File: src/rtl/complete_stage_pkg.sv
// complete_stage_pkg: ROB row layout, instruction type encodings and opcode constants
package complete_stage_pkg;
  localparam int ROB_DEPTH = 16;
  localparam logic [6:0] OPC_STORE = 7'b0100011;
  localparam logic [6:0] OPC_LOAD = 7'b0000011;
  localparam logic [1:0] TYPE_REG = 2'd0;
  localparam logic [1:0] TYPE_STORE = 2'd1;
  localparam logic [1:0] TYPE_LOAD = 2'd2;
  typedef struct packed {
    logic valid;
    logic [1:0] typ;
    logic [5:0] preg;
    logic [5:0] opreg;
    logic [6:0] pc;
    logic [31:0] result;
    logic complete;
  } rob_row;
  function automatic logic [1:0] opc_type(input logic [6:0] opc);
    return opc == OPC_STORE ? TYPE_STORE : opc == OPC_LOAD ? TYPE_LOAD : TYPE_REG;
  endfunction
endpackage

File: src/rtl/complete_stage.sv
// complete_stage: 16-entry ROB with 3 completion buses, dual allocate and dual in-order retire
module complete_stage
  import complete_stage_pkg::*;
(
  input  logic        clk,
  input  logic        rst_n,
  input  logic        en_flag_ci,
  output logic        en_flag_co,
  input  logic [31:0] result_c1,
  input  logic [5:0]  result_dest_c1,
  input  logic        result_valid_c1,
  input  logic [3:0]  result_ROB_c1,
  input  logic [31:0] result_c2,
  input  logic [5:0]  result_dest_c2,
  input  logic        result_valid_c2,
  input  logic [3:0]  result_ROB_c2,
  input  logic [31:0] result_c3,
  input  logic [5:0]  result_dest_c3,
  input  logic        result_valid_c3,
  input  logic [3:0]  result_ROB_c3,
  input  logic        update_rob,
  input  logic [5:0]  rob_p_reg_1,
  input  logic [6:0]  rob_opcode_1,
  input  logic [6:0]  rob_pc_1,
  input  logic [5:0]  o_rob_p_reg_1,
  input  logic [5:0]  rob_p_reg_2,
  input  logic [6:0]  rob_opcode_2,
  input  logic [6:0]  rob_pc_2,
  input  logic [5:0]  o_rob_p_reg_2,
  output logic [3:0]  rob_tail,
  output logic        rob_full,
  output logic        forward_flag_1,
  output logic [5:0]  dest_R_1,
  output logic [31:0] forwarded_data_1,
  output logic        forward_flag_2,
  output logic [5:0]  dest_R_2,
  output logic [31:0] forwarded_data_2,
  output logic        forward_flag_3,
  output logic [5:0]  dest_R_3,
  output logic [31:0] forwarded_data_3,
  output logic        retire_flag_1,
  output logic [5:0]  fp_ind_1,
  output logic [4:0]  retire_index_1,
  output logic [31:0] retire_result_1,
  output logic        retire_flag_2,
  output logic [5:0]  fp_ind_2,
  output logic [4:0]  retire_index_2,
  output logic [31:0] retire_result_2,
  input  logic [31:0] total_instr_count,
  output logic        pr_flag
);
  rob_row rob_q [ROB_DEPTH];
  rob_row rob_d [ROB_DEPTH];
  logic [3:0] head_q, head_d, tail_q, tail_d, h2;
  logic [4:0] cnt_q, cnt_d;
  logic [31:0] ret_cnt_q, ret_cnt_d, last_total_q;
  logic pr_flag_q, pr_done_q, pr_done_d, pr_cond, same_total, en_q;
  logic r1, r2, al1, al2;
  logic [31:0] res [3];
  logic [5:0] dst [3];
  logic [3:0] idx [3];
  logic [2:0] vld, acc, fwd_d, fwd_q;
  logic [5:0] dest_q [3];
  logic [31:0] data_q [3];
  logic [1:0] ret_d, ret_q;
  logic [3:0] sl [2];
  logic [3:0] rix_d [2];
  logic [3:0] rix_q [2];
  logic [5:0] fp_d [2];
  logic [5:0] fp_q [2];
  logic [31:0] rres_d [2];
  logic [31:0] rres_q [2];
  assign res = '{result_c1, result_c2, result_c3};
  assign dst = '{result_dest_c1, result_dest_c2, result_dest_c3};
  assign idx = '{result_ROB_c1, result_ROB_c2, result_ROB_c3};
  assign vld = {result_valid_c3, result_valid_c2, result_valid_c1};
  assign rob_full = cnt_q > 5'(ROB_DEPTH - 2);
  assign rob_tail = tail_q;
  assign en_flag_co = en_q;
  assign pr_flag = pr_flag_q;
  assign {forward_flag_3, forward_flag_2, forward_flag_1} = fwd_q;
  assign dest_R_1 = dest_q[0];
  assign dest_R_2 = dest_q[1];
  assign dest_R_3 = dest_q[2];
  assign forwarded_data_1 = data_q[0];
  assign forwarded_data_2 = data_q[1];
  assign forwarded_data_3 = data_q[2];
  assign {retire_flag_2, retire_flag_1} = ret_q;
  assign fp_ind_1 = fp_q[0];
  assign fp_ind_2 = fp_q[1];
  assign retire_index_1 = {1'b0, rix_q[0]};
  assign retire_index_2 = {1'b0, rix_q[1]};
  assign retire_result_1 = rres_q[0];
  assign retire_result_2 = rres_q[1];
  // Next ROB state: completions first, then retire clears, then allocation into free slots
  always_comb begin
    rob_d = rob_q;
    h2 = head_q + 4'd1;
    r1 = rob_q[head_q].valid & rob_q[head_q].complete;
    r2 = r1 & rob_q[h2].valid & rob_q[h2].complete;
    ret_d = {r2, r1};
    al1 = update_rob & ~rob_full;
    al2 = al1 & (|rob_opcode_2);
    for (int k = 0; k < 3; k++) begin
      acc[k] = vld[k] & rob_q[idx[k]].valid;
      fwd_d[k] = acc[k] & (rob_q[idx[k]].typ != TYPE_STORE);
      if (acc[k]) begin
        rob_d[idx[k]].complete = 1'b1;
        rob_d[idx[k]].result = res[k];
      end
    end
    for (int n = 0; n < 2; n++) begin
      sl[n] = n == 0 ? head_q : h2;
      rix_d[n] = ret_d[n] ? sl[n] : '0;
      fp_d[n] = ret_d[n] && rob_q[sl[n]].typ != TYPE_STORE ? rob_q[sl[n]].opreg : '0;
      rres_d[n] = ret_d[n] ? rob_q[sl[n]].result : '0;
      if (ret_d[n]) begin
        rob_d[sl[n]].valid = 1'b0;
        rob_d[sl[n]].complete = 1'b0;
      end
    end
    if (al1)
      rob_d[tail_q] = '{valid: 1'b1, typ: opc_type(rob_opcode_1), preg: rob_p_reg_1,
                        opreg: o_rob_p_reg_1, pc: rob_pc_1, result: '0, complete: 1'b0};
    if (al2)
      rob_d[tail_q + 4'd1] = '{valid: 1'b1, typ: opc_type(rob_opcode_2), preg: rob_p_reg_2,
                               opreg: o_rob_p_reg_2, pc: rob_pc_2, result: '0, complete: 1'b0};
    head_d = head_q + 4'(r1) + 4'(r2);
    tail_d = tail_q + 4'(al1) + 4'(al2);
    cnt_d = cnt_q + 5'(al1) + 5'(al2) - 5'(r1) - 5'(r2);
    ret_cnt_d = ret_cnt_q + 32'(r1) + 32'(r2);
    same_total = total_instr_count == last_total_q;
    pr_cond = ret_cnt_q == total_instr_count && |total_instr_count && cnt_q == '0 && !(pr_done_q && same_total);
    pr_done_d = pr_cond | (pr_done_q & same_total);
  end
  // Register ROB, pointers, completion broadcast and retire outputs
  always_ff @(posedge clk) begin
    if (!rst_n) begin
      rob_q <= '{default: '0};
      head_q <= '0;
      tail_q <= '0;
      cnt_q <= '0;
      ret_cnt_q <= '0;
      last_total_q <= '0;
      pr_flag_q <= 1'b0;
      pr_done_q <= 1'b0;
      en_q <= 1'b0;
      fwd_q <= '0;
      dest_q <= '{default: '0};
      data_q <= '{default: '0};
      ret_q <= '0;
      fp_q <= '{default: '0};
      rix_q <= '{default: '0};
      rres_q <= '{default: '0};
    end else begin
      rob_q <= rob_d;
      head_q <= head_d;
      tail_q <= tail_d;
      cnt_q <= cnt_d;
      ret_cnt_q <= ret_cnt_d;
      last_total_q <= total_instr_count;
      pr_flag_q <= pr_cond;
      pr_done_q <= pr_done_d;
      en_q <= en_flag_ci;
      fwd_q <= fwd_d;
      for (int k = 0; k < 3; k++) begin
        dest_q[k] <= fwd_d[k] ? dst[k] : '0;
        data_q[k] <= fwd_d[k] ? res[k] : '0;
      end
      ret_q <= ret_d;
      fp_q <= fp_d;
      rix_q <= rix_d;
      rres_q <= rres_d;
    end
  end
endmodule

File: config.mk
export PLATFORM = sky130hd
export DESIGN_NAME = complete_stage
export DESIGN_NICKNAME = d
export VERILOG_FILES = /design/src/rtl/complete_stage_pkg.sv /design/src/rtl/complete_stage.sv
export SDC_FILE = /design/constraint.sdc
export NUM_CORES = 2
export LEC_CHECK = 0
export CAP_MARGIN = 20
export CORE_MARGIN = 4
export CORE_UTILIZATION = 30
export CTS_CLUSTER_SIZE = 24
export DETAILED_ROUTE_END_ITERATION = 16
export PLACE_DENSITY_LB_ADDON = 0.15
export SETUP_SLACK_MARGIN = 0.3
export SYNTH_ARGS = -nofsm -noshare
export SYNTH_HDL_FRONTEND = slang
export SYNTH_SLANG_ARGS = --single-unit
File: constraint.sdc
create_clock -name clk -period 8 [get_ports clk]
set_input_delay 1.2 -clock clk [delete_from_list [all_inputs] [get_ports clk]]
set_output_delay 1.2 -clock clk [all_outputs]
set_load 0.02 [all_outputs]
==> flow_summary.ini <==
[finish]
fin_util = 0.360
nets = 5421
final_common_cell = dfxtp_1
syn2layout_area_growth_pct = 18.8
drive_gt1_frac = 0.176
nFillCells = 17365
final_cell_mix = dfxtp_1 (952), a211oi_1 (632), o22ai_1 (511), mux2i_1 (446), mux4_2 (416)
fin_area_sq_mm = 0.0629
finalNonFillerCells = 7619

[floorplan]
dieHeight_um = 428
ios = 429
core_area_sq_mm = 0.175
die_w_um = 428
start_util = 0.303
die_area_sq_mm = 0.183
rows = 153

[drt]
wl_per_cell_um = 35.2
drt_iter0_drc = 6135
drt-vias-per-instance = 6.37
drc = 0
wl_um = 268000
num_vias = 48555
drtPass1Iterations = 8
postRouteAntennaNets = 0

[clock_network]
clk_pin_slew_ns = 0.06
cts_hold_buf = 0
cts_sinks = 955
clock_path_buffers = 3
cts_tree = yes
cts_buffers = 119
cts_setup_buffers = 0
worstSkewPairLatency_ns = 0.83
cts_root_buf = clkbuf_16
htree_levels = 3
ctsResizeCount = 0

[grt]
grt_pass1_vias = 46579
grt_max_degree = 127
grt-ovfl-total = 0
grt_first_pass_wirelength_um = 371000
antenna_found_initial = 25
grt_use_total = 0.279

[synthesis]
synth_compound_area_frac = 0.171
muxShareOfSynthArea = 0.267
synthSimpleGateAreaFrac = 0.123
synth-edff-count = 0
yosysWarnings = 0
seq_area_frac_synth = 0.361
yosysUniqueCellTypes = 81
synthFlopType = dfxtp_1
synth_area_per_cell_sq_um = 10.3
synth_adder_area_share = 0.00591
synthArstFlopShare = 0
synth_top_family_by_area = multiplexers
ys_seq_elements = 955
syn_area_sq_mm = 0.0530
synth-xor-area-share = 0.0152
syn_inst = 5160

[sta]
final.period_utilization = 0.732
hold_ws_ns = 0.494
tns_ns = 0
worstMarginPinSlew_ns = 1.24
worst_slack_ns = 2.15
drv_slew = 0
slew-limit-headroom = 0.171
max_freq_mhz = 171
skew_ns = 0.0723
rsz0062_at_grt = false
finalSetupViolations = 0
hold_violations = 0
period_needed_ns = 5.85

[worst_setup_path]
crit_path_max_fanout = 54
slowest_stage = ha_4
cp-end-kind = flip-flop
slowest_delay_ns = 0.93
crit_arrival_ns = 6.49
r2r_slack_ns = 2.15
cp_top_family = adder cells
crit_buf_inv = 4
critPathRequiredTime_ns = 8.64
cp_cell_sequence = inv_2 -> ha_4 -> mux4_2 -> o21ai_0 -> o2111ai_1 -> nor2_2 -> inv_2 -> buf_4 -> fa_1 -> inv_1 -> ha_1 -> nand2_1 -> or4_1 -> nor4_2 -> xnor2_1 -> nor2_1
crit_start = head_q[0]
path_class = reg -> reg
cp-start-kind = flip-flop
crit_top_cell = inv_2
r2r-start = head_q[0]

[power]
worst_ir_drop_vdd_uv = 189
leakage_nw = 23.5
p_per_area_mw_per_mm2 = 194
power_mw = 12.2

[run]
cap_viol_max_count = 0

[outcome]
outcome = finished clean

[place]
dpl.cell_count = 7383
dp_hpwl_um = 154000
dpl_cell_area_sq_mm = 0.0586
routabilityCongestion = 0.832
pre_cts_ws_ns = 2.13
port_buffers = 400

[worst_hold_path]
worstHoldPathType = reg -> reg
hold_path_startpoint = rob_q[52]
## area by class of cell
class	count	area, sq um	area share
timing repair buffer	550	5260	0.0836
tap	2325	2910	0.0462
clock inverter	44	586	0.00931
antenna	11	27.5	0.000438
clock buffer	178	3600	0.0572
inverter	40	160	0.00255
sequential	955	19100	0.304
multi-input combinational	3516	31200	0.497
## tightest hold or removal path, stage by stage (launching register included)
cell and delay (ns):
dfxtp_1 0.31, nand2_1 0.05, a311oi_1 0.08
## where the power goes
| group | internal, mW | switching, mW | leakage (nW) |
|---|---|---|---|
| logic | 0.461 | 0.897 | 13.8 |
| clock network | 3.43 | 2.41 | 2.06 |
| registers | 4.87 | 0.105 | 7.71 |
| total | 8.76 | 3.41 | 23.5 |
## kinds of logic after synthesis
kind of cell / count (synthesis)
multiplexers: 889
AND/OR/NAND/NOR: 1215
flip-flops: 955
other: 1
buffers and inverters: 690
AO/OA/AOI/OAI: 1296
adder cells (fa/ha/maj): 22
XOR/XNOR: 92
## registers in the layout, indices dropped and copies added, names as in the netlist, 6 cells and up
register          cells
dest_R_1              6
fp_ind_2              6
dest_R_2              6
last_total_q         32
rob_q               672
forwarded_data_1     32
forwarded_data_3     32
forwarded_data_2     32
fp_ind_1              6
retire_result_1      32
retire_result_2      32
ret_cnt_q            32
dest_R_3              6
## cell usage after synthesis (5+ instances only)
library cell	n	area share
a211oi_1	632	0.090
a311oi_1	13	0.0022
nor2b_1	176	0.021
dfxtp_1	955	0.36
buf_2	174	0.016
nor2_1	229	0.016
nand3_1	61	0.0058
o21ai_0	13	0.0012
nor3_1	169	0.016
nand2b_1	43	0.0051
o211a_1	10	0.0019
inv_1	36	0.0026
o21a_1	6	0.00085
fa_1	5	0.0019
nor2b_2	26	0.0043
nand4_1	31	0.0037
ha_1	17	0.0040
mux2_2	26	0.0055
a21oi_1	55	0.0052
and3_1	109	0.013
buf_6	10	0.0021
nand2_1	154	0.011
mux2i_1	446	0.084
clkbuf_1	375	0.027
o311ai_0	5	0.00083
o22ai_1	511	0.060
nand2_2	9	0.0011
a31oi_1	16	0.0019
mux4_2	416	0.18
buf_4	32	0.0045
buf_1	55	0.0039
xnor2_1	46	0.0076
xor2_1	46	0.0076
and2_1	139	0.016
nor4_1	22	0.0026
or3_1	11	0.0013
## path summary, 6_finish.rpt
check	to	cells after the start
hold reg to reg	rob_q[52]	2
setup / recovery	ret_cnt_q[28]	16
setup reg to reg	ret_cnt_q[28]	16
hold / removal	rob_q[52]	2
## routing by layer
metal | track usage | share of wire | vias to the layer above
li1 | - | - | 19954
met1 | 0.363 | 0.40 | 24538
met2 | 0.427 | 0.44 | 3308
met3 | 0.0753 | 0.10 | 747
met4 | 0.136 | 0.056 | 8
met5 | 0 | 0.00019 | -
Power figures use the tool's default switching activity.
